--- src/rtl/missile_pkg.sv ---
// Shared types for the missile pool: travel direction, slot state and the
// direction-to-axis-sign helper used by every slot.
package missile_pkg;

    typedef enum logic [1:0] {
        UP    = 2'b00,
        RIGHT = 2'b01,
        DOWN  = 2'b10,
        LEFT  = 2'b11
    } dir_t;

    typedef enum logic {
        IDLE   = 1'b0,
        FLYING = 1'b1
    } slot_state_t;

    typedef struct packed {
        logic signed [1:0] dx;
        logic signed [1:0] dy;
    } step_t;

    // Unit step on each axis for a direction; screen Y grows downward.
    function automatic step_t dir_step(dir_t d);
        step_t s;
        s.dx = 2'sd0;
        s.dy = 2'sd0;
        case (d)
            UP:      s.dy = -2'sd1;
            RIGHT:   s.dx = 2'sd1;
            DOWN:    s.dy = 2'sd1;
            LEFT:    s.dx = -2'sd1;
            default: ;
        endcase
        return s;
    endfunction

endpackage

--- src/rtl/missile_slot.sv ---
// One missile slot: IDLE/FLYING state, signed sub-pixel accumulators and the
// off-screen check. Collision beats movement; IDLE slots hold zero position.
module missile_slot
    import missile_pkg::*;
#(
    parameter int COORD_W   = 11,
    parameter int FRAC_BITS = 6,
    parameter int SPEED     = 300,
    parameter int SCREEN_W  = 640,
    parameter int SCREEN_H  = 480
)
(
    input  logic               clk,
    input  logic               resetN,
    input  logic               i_load,
    input  logic               i_sof,
    input  logic               i_collision,
    input  logic [COORD_W-1:0] i_launch_x,
    input  logic [COORD_W-1:0] i_launch_y,
    input  dir_t               i_dir,
    output logic [COORD_W-1:0] o_x,
    output logic [COORD_W-1:0] o_y,
    output logic               o_draw_en,
    output dir_t               o_dir,
    output slot_state_t        o_state
);

    localparam int ACC_W = COORD_W + FRAC_BITS + 1;
    localparam logic signed [ACC_W-1:0] STEP  = ACC_W'(SPEED);
    localparam logic signed [ACC_W-1:0] MAX_X = ACC_W'(SCREEN_W - 1);
    localparam logic signed [ACC_W-1:0] MAX_Y = ACC_W'(SCREEN_H - 1);

    slot_state_t             r_state, w_state_next;
    logic signed [ACC_W-1:0] r_x, r_y, w_x_next, w_y_next;
    logic signed [ACC_W-1:0] w_mx, w_my, w_mx_int, w_my_int;
    dir_t                    r_dir, w_dir_next;
    step_t                   w_step;
    logic                    w_off;

    // Candidate position after one frame, and whether it leaves the screen.
    always_comb begin
        w_step = dir_step(r_dir);
        w_mx   = r_x;
        w_my   = r_y;
        if (w_step.dx == 2'sd1)       w_mx = r_x + STEP;
        else if (w_step.dx == -2'sd1) w_mx = r_x - STEP;
        if (w_step.dy == 2'sd1)       w_my = r_y + STEP;
        else if (w_step.dy == -2'sd1) w_my = r_y - STEP;
        w_mx_int = w_mx >>> FRAC_BITS;
        w_my_int = w_my >>> FRAC_BITS;
        w_off    = w_mx[ACC_W-1] || w_my[ACC_W-1] ||
                   (w_mx_int > MAX_X) || (w_my_int > MAX_Y);
    end

    always_comb begin
        w_state_next = r_state;
        w_x_next     = r_x;
        w_y_next     = r_y;
        w_dir_next   = r_dir;
        case (r_state)
            IDLE: begin
                if (i_load) begin
                    w_state_next = FLYING;
                    w_x_next     = '0;
                    w_y_next     = '0;
                    w_x_next[FRAC_BITS +: COORD_W] = i_launch_x;
                    w_y_next[FRAC_BITS +: COORD_W] = i_launch_y;
                    w_dir_next   = i_dir;
                end
            end
            FLYING: begin
                if (i_collision || (i_sof && w_off)) begin
                    w_state_next = IDLE;
                    w_x_next     = '0;
                    w_y_next     = '0;
                end else if (i_sof) begin
                    w_x_next = w_mx;
                    w_y_next = w_my;
                end
            end
            default: w_state_next = IDLE;
        endcase
    end

    always_ff @(posedge clk or negedge resetN) begin
        if (!resetN) begin
            r_state <= IDLE;
            r_x     <= '0;
            r_y     <= '0;
            r_dir   <= UP;
        end else begin
            r_state <= w_state_next;
            r_x     <= w_x_next;
            r_y     <= w_y_next;
            r_dir   <= w_dir_next;
        end
    end

    // Accumulators are cleared on retire, so the integer slice is 0 when IDLE.
    assign o_x       = r_x[FRAC_BITS +: COORD_W];
    assign o_y       = r_y[FRAC_BITS +: COORD_W];
    assign o_draw_en = (r_state == FLYING);
    assign o_dir     = r_dir;
    assign o_state   = r_state;

endmodule

--- src/rtl/missile_pool.sv ---
// Pool of missile slots for one tank: fire-key edge detection, frame cooldown,
// lowest-free-slot allocation and the flying-slot count.
module missile_pool
    import missile_pkg::*;
#(
    parameter int NUM_MISSILES    = 4,
    parameter int COORD_W         = 11,
    parameter int FRAC_BITS       = 6,
    parameter int SPEED           = 300,
    parameter int COOLDOWN_FRAMES = 8,
    parameter int SCREEN_W        = 640,
    parameter int SCREEN_H        = 480
)
(
    input  logic                                   clk,
    input  logic                                   resetN,
    input  logic                                   startOfFrame,
    input  logic                                   fireKey,
    input  logic [COORD_W-1:0]                     tankTopLeftX,
    input  logic [COORD_W-1:0]                     tankTopLeftY,
    input  logic [1:0]                             tankDir,
    input  logic [NUM_MISSILES-1:0]                collision,
    output logic [NUM_MISSILES-1:0][COORD_W-1:0]   topLeftX,
    output logic [NUM_MISSILES-1:0][COORD_W-1:0]   topLeftY,
    output logic [NUM_MISSILES-1:0]                drawEn,
    output logic [NUM_MISSILES-1:0][1:0]           dir,
    output logic                                   fired,
    output logic [$clog2(NUM_MISSILES+1)-1:0]      activeCount
);

    localparam int CNT_W = $clog2(NUM_MISSILES + 1);
    localparam int CD_W  = (COOLDOWN_FRAMES < 1) ? 1 : $clog2(COOLDOWN_FRAMES + 1);
    localparam logic [CD_W-1:0] CD_LOAD = CD_W'(COOLDOWN_FRAMES);

    logic                    r_key_prev;
    logic [CD_W-1:0]         r_cooldown;
    logic                    r_fired;
    logic                    w_edge, w_accept;
    logic [NUM_MISSILES-1:0] w_idle, w_alloc, w_load;
    slot_state_t             w_state [NUM_MISSILES];
    dir_t                    w_dir   [NUM_MISSILES];

    assign w_edge   = fireKey && !r_key_prev;
    assign w_accept = w_edge && (r_cooldown == '0) && (|w_idle);
    // x & -x isolates the lowest set bit: the lowest-index IDLE slot.
    assign w_alloc  = w_idle & (~w_idle + NUM_MISSILES'(1));
    assign w_load   = w_accept ? w_alloc : '0;

    for (genvar g = 0; g < NUM_MISSILES; g++) begin : g_slot
        missile_slot #(
            .COORD_W   (COORD_W),
            .FRAC_BITS (FRAC_BITS),
            .SPEED     (SPEED),
            .SCREEN_W  (SCREEN_W),
            .SCREEN_H  (SCREEN_H)
        ) u_slot (
            .clk         (clk),
            .resetN      (resetN),
            .i_load      (w_load[g]),
            .i_sof       (startOfFrame),
            .i_collision (collision[g]),
            .i_launch_x  (tankTopLeftX),
            .i_launch_y  (tankTopLeftY),
            .i_dir       (dir_t'(tankDir)),
            .o_x         (topLeftX[g]),
            .o_y         (topLeftY[g]),
            .o_draw_en   (drawEn[g]),
            .o_dir       (w_dir[g]),
            .o_state     (w_state[g])
        );
        assign w_idle[g] = (w_state[g] == IDLE);
        assign dir[g]    = w_dir[g];
    end

    // Previous key resets high so a key held through reset never fires.
    always_ff @(posedge clk or negedge resetN) begin
        if (!resetN) begin
            r_key_prev <= 1'b1;
            r_cooldown <= '0;
            r_fired    <= 1'b0;
        end else begin
            r_key_prev <= fireKey;
            r_fired    <= w_accept;
            if (w_accept)
                r_cooldown <= CD_LOAD;
            else if (startOfFrame && (r_cooldown != '0))
                r_cooldown <= r_cooldown - CD_W'(1);
        end
    end

    always_comb begin
        activeCount = '0;
        for (int i = 0; i < NUM_MISSILES; i++)
            activeCount = activeCount + CNT_W'(drawEn[i]);
    end

    assign fired = r_fired;

endmodule

--- config.mk ---
export PLATFORM = sky130hd
export DESIGN_NAME = missile_pool
export DESIGN_NICKNAME = d
export VERILOG_FILES = /design/src/rtl/missile_pkg.sv /design/src/rtl/missile_slot.sv /design/src/rtl/missile_pool.sv
export SDC_FILE = /design/constraint.sdc
export NUM_CORES = 1
export LEC_CHECK = 0
export ABC_CLOCK_PERIOD_IN_PS = 4100
export BUFFER_PORTS_ARGS = -buffer_cell sky130_fd_sc_hd__buf_4
export CORE_MARGIN = 3
export CORE_UTILIZATION = 43
export DETAILED_ROUTE_END_ITERATION = 10
export HOLD_SLACK_MARGIN = 0.05
export PLACE_DENSITY_LB_ADDON = 0.08
export SETUP_SLACK_MARGIN = 0.1
export SYNTH_ARGS = -nofsm -noshare
export SYNTH_HDL_FRONTEND = slang
export SYNTH_SLANG_ARGS = --single-unit
--- constraint.sdc ---
create_clock -name clk -period 4.1 [get_ports clk]
set_input_delay 0.82 -clock clk [delete_from_list [all_inputs] [get_ports clk]]
set_output_delay 0.82 -clock clk [all_outputs]
set_load 0.005 [all_outputs]
==> results.yml, run 1 <==
setup_path:
  rr_worst_depth: 8
  rr_startpoint: "g_slot[2].u_slot.r_y[10]$_DFFE_PN0P_"
  critPathRequiredTime_ns: 3.28
  worstPathArrival_ns: 2.97
  critPathLaunch: "g_slot[0].u_slot.o_draw_en$_DFF_PN0_"
  crit_type: "flop to output pin"
  cp_max_fo: 13
  cp-end-kind: "output pin"
  crit_path_start_kind: "flop"
global_route:
  grt_max_degree: 86
  antenna_found_initial: 0
  overflow: 0
  grt_pass1_vias: 11310
  grt_pass1_wl_um: 67000
  grt_use_total: 0.269
clocking:
  clockBufferDepth: 2
  hold_buffers: 0
  clkSinkCount: 146
  cts_setup_buffers: 0
  cts-root-buf: "clkbuf_16"
  clk_pin_slew_ns: 0.07
  clkLatencyLatePin_ns: 0.45
  post_cts_resized: 0
  cts_tree: "built"
  htreeDepth: 4
  cts_buffers: 17
timing:
  clock_skew_ns: 0.0156
  fin_crit_sh: 0.925
  fin_tns_setup_ns: 0
  fmax_mhz: 264
  maxSlewHeadroom: 0.339
  final_max_slew_viol_count: 0
  max_slew.worst_pin.slew_ns: 0.988
  fin_ws_ns: 0.308
  setup_viol: 0
  hold_violations: 0
  period_needed_ns: 3.79
  rsz0062_at_grt: "no"
drt:
  wirelength_um: 42900
  post_drt_via_cell_ratio: 6.19
  route.vias.total: 12569
  drt_iter0_markers: 921
  drc_errors: 0
  drtPass1Iterations: 6
  ant_nets: 0
  wire_per_inst_um: 21.1
synthesis:
  syn_area_per_cell_um2: 7.70
  synth_edf_count: 0
  syn-cell-area_um2: 12700
  seq_area_frac_synth: 0.287
  synth_ff_type: "dfrtp_1"
  synth-seq-cells: 146
  async_reset_ff_frac: 1.00
  synth.net_count: 1705
  yosysUniqueCellTypes: 99
  yosys_warnings: 0
  synthCells: 1651
run:
  max_cap_viol_count: 0
floorplan:
  fp.dieArea_um2: 31700
  die_y_um: 178
  io_pins: 136
  fp.dieW_um: 178
  core_um2: 28900
  start_util: 0.439
  fp-row-count: 62
hold_path:
  min_path_type: "primary input to async pin"
finish:
  multi_input_area_um2: 7610
  area.sequential_um2: 3650
  nets: 1689
  fin_area_um2: 14000
  area_growth_pct: 10.1
  antenna_cells: 0
  drive_above_1_share: 0.158
  fillers: 2880
placed_design:
  dpl_cell_area_um2: 13400
  place_worst_setup_slack_ns: 0.566
  port_buffers: 135
  place_congestion: 0.928
  dpl.hpwl_um: 30100
power:
  total_power_mw: 6.63
  p_leak_nw: 6.06
  powerDensity_nw_per_um2: 474
  irDropWorstVdd_mv: 0.331
outcome:
  status: "completed"
placed cells by master, fill, tap and decap left out, drive strengths merged, types with 8 or more instances in the layout:
| cell type | synthesis | layout |
|---|---|---|
| dfrtp | 145 | 145 |
| nor2b | 25 | 25 |
| nand2b | 24 | 24 |
| nor3 | 80 | 80 |
| mux2i | 12 | 12 |
| xnor2 | 21 | 21 |
| a211oi | 17 | 17 |
| o21ai | 106 | 106 |
| inv | 76 | 81 |
| o221ai | 13 | 13 |
| nand4 | 17 | 17 |
| mux2 | 10 | 10 |
| and2 | 26 | 26 |
| o31ai | 15 | 15 |
| a22oi | 22 | 22 |
| o211ai | 21 | 21 |
| nand3 | 87 | 87 |
| o21a | 16 | 16 |
| a211o | 8 | 8 |
| nor2 | 91 | 91 |
| a21o | 17 | 17 |
| and3 | 26 | 26 |
| clkbuf | 92 | 18 |
| buf | 121 | 178 |
| a31oi | 35 | 35 |
| o32ai | 14 | 14 |
| nor4 | 17 | 17 |
| or2 | 17 | 17 |
| xor2 | 16 | 16 |
| nor3b | 12 | 12 |
| a32oi | 13 | 13 |
| a21oi | 84 | 84 |
| o22ai | 45 | 45 |
| or3 | 22 | 22 |
| ha | 21 | 21 |
| nand2 | 149 | 149 |
through the flow:
stage	util	hold slack [ns]	std cells
2_1_floorplan	-	0.463	1651
3_3_place_gp	0.463	0.481	2000
3_5_place_dp	0.463	0.485	2000
4_1_cts	0.484	0.502	2031
5_1_grt	0.484	0.504	2031
6_report	0.484	0.465	2031
cell type report:
type	count	area share
clock buffer	18	0.0314
clock inverter	13	0.0109
inverter	79	0.0212
multi-input combinational	1213	0.544
sequential	146	0.261
tap	384	0.0343
timing repair buffer	178	0.0975
power by group:
group	internal, mW	leakage (nW)	switching, mW
Sequential	1.71	1.88	0.625
Combinational	1.19	3.90	1.46
Clock	0.923	0.286	0.721
metal layers:
layer,part of all wire,GRT usage
met3,0.060,0.0413
met4,0.023,0.0772
met2,0.46,0.416
met5,0,0
met1,0.46,0.388
cells in the mapped netlist, types with 13 or more instances:
cell        n  area [um2]
a211oi_1   16         120
a21o_1     17         128
a21oi_1    82         410
a22oi_1    22         165
a31oi_1    35         219
a32oi_1    13         114
and2_1     25         156
and3_1     26         163
buf_4      96         721
clkbuf_1   92         345
dfrtp_1   145        3630
ha_1       21         263
inv_1      76         285
nand2_1   149         559
nand2b_1   24         150
nand3_1    86         430
nand4_1    17         106
nor2_1     89         334
nor2b_1    25         156
nor3_1     79         395
nor4_1     14        87.6
o211ai_1   21         158
o21a_1     16         120
o21ai_0    77         385
o21ai_1    29         145
o221ai_1   13         114
o22ai_1    44         275
o31ai_1    15         113
o32ai_1    13         114
or2_2      13        81.3
or3_1      22         138
xnor2_1    21         184
xor2_1     16         140
worst paths after layout:
path / to / slack (ns)
max: activeCount[1] / 0.31
min: g_slot[0].u_slot.r_y[2]$_DFFE_PN0P_ / 0.47
max reg2reg: g_slot[2].u_slot.r_y[3]$_DFFE_PN0P_ / 0.57
min reg2reg: g_slot[1].u_slot.r_x[17]$_DFFE_PN0P_ / 0.51
max in group asynchronous: g_slot[1].u_slot.r_y[11]$_DFFE_PN0P_ / 2.77
min in group clk: g_slot[1].u_slot.r_x[17]$_DFFE_PN0P_ / 0.51
critical path: stages (launching register included):
cell and delay, ns:
dfrtp_1 0.73, clkinv_1 0.48, fa_1 0.64, inv_1 0.04, ha_1 0.17, ha_1 0.31
buf_4 0.15
kinds of logic after synthesis:
| logic type | count (synthesis) | share of synthesized area |
|---|---|---|
| AOI/OAI and AO/OA | 505 | 0.270 |
| buffers and inverters | 292 | 0.117 |
| xor gates and xnor gates | 37 | 0.0255 |
| DFF | 146 | 0.287 |
| muxes | 23 | 0.0201 |
| adders and majority gates | 22 | 0.0222 |
| and+or+nand+nor | 626 | 0.258 |
sequential cells by signal (all words and copies together), names as in the netlist:
register / flops
fired: 1
g_slot.u_slot.o_dir: 8
g_slot.u_slot.r_x: 64
g_slot.u_slot.o_draw_en: 4
r_key_prev: 1
r_cooldown: 4
g_slot.u_slot.r_y: 64
Note: power is estimated with default switching activity, not from simulation.
==> inputs of run 2 (changes only) <==
--- a/config.mk
+++ b/config.mk
@@ -7,8 +7,10 @@
 export LEC_CHECK = 0
 export ABC_CLOCK_PERIOD_IN_PS = 4100
 export BUFFER_PORTS_ARGS = -buffer_cell sky130_fd_sc_hd__buf_4
+export CELL_PAD_IN_SITES_DETAIL_PLACEMENT = 0
+export CELL_PAD_IN_SITES_GLOBAL_PLACEMENT = 2
 export CORE_MARGIN = 3
-export CORE_UTILIZATION = 43
+export CORE_UTILIZATION = 36
 export DETAILED_ROUTE_END_ITERATION = 10
 export HOLD_SLACK_MARGIN = 0.05
 export PLACE_DENSITY_LB_ADDON = 0.08
==> run 2 against run 1 <==
  * First-iteration DRC count is 22% lower
  * Fmax up 5.7%
  * Setup slack improved by 0.20 ns
  * Die area up 19%
  * Utilization decreased by 7.7 points
  * Clock skew decreased by 0.0041 ns
  * Total power is essentially flat
  * Largest cell class unchanged
  * Largest power group unchanged
==> results.yml, run 2 (synthesis gave the netlist of run 1 again) <==
outcome:
  status: "completed"
timing:
  maxSlewHeadroom: 0.312
  clock_skew_ns: 0.0115
  fin_crit_sh: 0.875
  max_slew.worst_pin.slew_ns: 1.03
  setup_viol: 0
  fmax_mhz: 279
  final_max_slew_viol_count: 0
  fin_ws_ns: 0.512
  fin_tns_setup_ns: 0
  rsz0062_at_grt: "no"
  hold_violations: 0
  period_needed_ns: 3.59
clocking:
  cts-root-buf: "clkbuf_16"
  clkLatencyLatePin_ns: 0.45
  htreeDepth: 4
  clockBufferDepth: 2
  post_cts_resized: 0
  cts_buffers: 17
  cts_tree: "built"
  clkSinkCount: 146
  clk_pin_slew_ns: 0.07
  cts_setup_buffers: 0
  hold_buffers: 0
run:
  max_cap_viol_count: 0
placed_design:
  place_worst_setup_slack_ns: 0.550
  place_congestion: 0.861
  port_buffers: 135
  dpl_cell_area_um2: 13500
  dpl.hpwl_um: 32700
setup_path:
  crit_type: "flop to flop"
  max_stage_delay_ns: 0.55
  worstPathArrival_ns: 3.89
  critical_path.top_delay_family: "simple AND/OR/NAND/NOR gates"
  crit_path_start_kind: "flop"
  crit_slowest_cell: "a2111oi_0"
  cp_max_fo: 15
  cp-end-kind: "flop"
  crit_path_cell_trace: "nor4_1, and3_1, nor3b_1, o21ai_0, a2111oi_0, nor4_2, buf_4, nor2_2, o211ai_1"
  cp.depth: 9
  critPathBufInv: 1
  critPathRequiredTime_ns: 4.40
  rr_worst_depth: 9
drt:
  drtPass1Iterations: 7
  drc_errors: 0
  route.vias.total: 12416
  ant_nets: 0
  met1_length_um: 21700
  wirelength_um: 46100
  route.met2.wl_um: 20900
  top_layer: "met5"
  met3RoutedLength_um: 2360
  post_drt_via_cell_ratio: 5.88
  wire_per_inst_um: 21.9
  drt_iter0_markers: 722
power:
  irDropWorstVdd_mv: 0.305
  p_leak_nw: 6.08
  powerDensity_nw_per_um2: 470
floorplan:
  io_pins: 136
  fp-row-count: 68
  die_y_um: 194
  fp.dieW_um: 194
  fp.dieArea_um2: 37600
  start_util: 0.366
  core_um2: 34700
global_route:
  grt_pass1_vias: 11895
  antenna_found_initial: 1
  grt_pass1_wl_um: 71600
  grt_max_degree: 84
  overflow: 0
  grt_use_total: 0.240
finish:
  drive_above_1_share: 0.161
  final_cell_mix: "184 x buf_4, 149 x nand2_1, 145 x dfrtp_1"
  final_common_cell: "buf_4"
  final_util: 0.406
  fin_area_um2: 14100
  area_growth_pct: 11.0
  nets: 1696
  antenna_cells: 0
hold_path:
  min_path_type: "primary input to async pin"
run 2: changes by cell type in the layout (fill, tap and decap cells not counted):
cell | before | now
buf_12 | 2 | 0
inv_6 | 4 | 2
clkinv_4 | 3 | 1
inv_8 | 1 | 0
clkinv_2 | 1 | 3
buf_4 | 175 | 184
clkinvlp_4 | 2 | 4
clkbuf_8 | 1 | 2
clkbuf_1 | 0 | 1
run 2: final timing paths:
path	slack [ns]	endpoint	startpoint
min in group clk	0.51	g_slot[0].u_slot.r_x[17]$_DFFE_PN0P_	g_slot[0].u_slot.r_x[17]$_DFFE_PN0P_
min	0.47	g_slot[2].u_slot.r_y[3]$_DFFE_PN0P_	resetN
min reg2reg	0.51	g_slot[0].u_slot.r_x[17]$_DFFE_PN0P_	g_slot[0].u_slot.r_x[17]$_DFFE_PN0P_
max	0.51	g_slot[1].u_slot.r_x[11]$_DFFE_PN0P_	g_slot[1].u_slot.o_dir[1]$_DFFE_PN0P_
max reg2reg	0.51	g_slot[1].u_slot.r_x[11]$_DFFE_PN0P_	g_slot[1].u_slot.o_dir[1]$_DFFE_PN0P_
max in group asynchronous	2.62	g_slot[1].u_slot.r_y[17]$_DFFE_PN0P_	resetN
run 2: power breakdown:
part | internal (mW) | switching [mW]
Clock | 0.930 | 0.702
Combinational | 1.19 | 1.45
Sequential | 1.71 | 0.650
Total | 3.83 | 2.81
run 2: area by class of cell:
class | instances | area [um2]
Sequential cell | 146 | 3650
Clock buffer | 20 | 457
Tap cell | 455 | 569
Clock inverter | 12 | 131
Fill cell | 3654 | 20600
Timing Repair Buffer | 185 | 1390
Inverter | 79 | 297
Multi-Input combinational cell | 1213 | 7610
run 2: through the flow:
stage          power (mW)  instances  hold slack, ns
2_1_floorplan        4.23       1651           0.463
3_3_place_gp         5.01       2078           0.481
3_5_place_dp         5.02       2078           0.489
4_1_cts              6.68       2110           0.484
5_1_grt              7.11       2110           0.495
6_report             6.64       2110           0.466
run 2: layer usage:
| metal | global-route usage | up-vias |
|---|---|---|
| met3 | 0.0297 | 52 |
| met4 | 0.0782 | 2 |
| met5 | 0 | - |
| met1 | 0.340 | 6031 |
| met2 | 0.382 | 343 |
| li1 | - | 5988 |
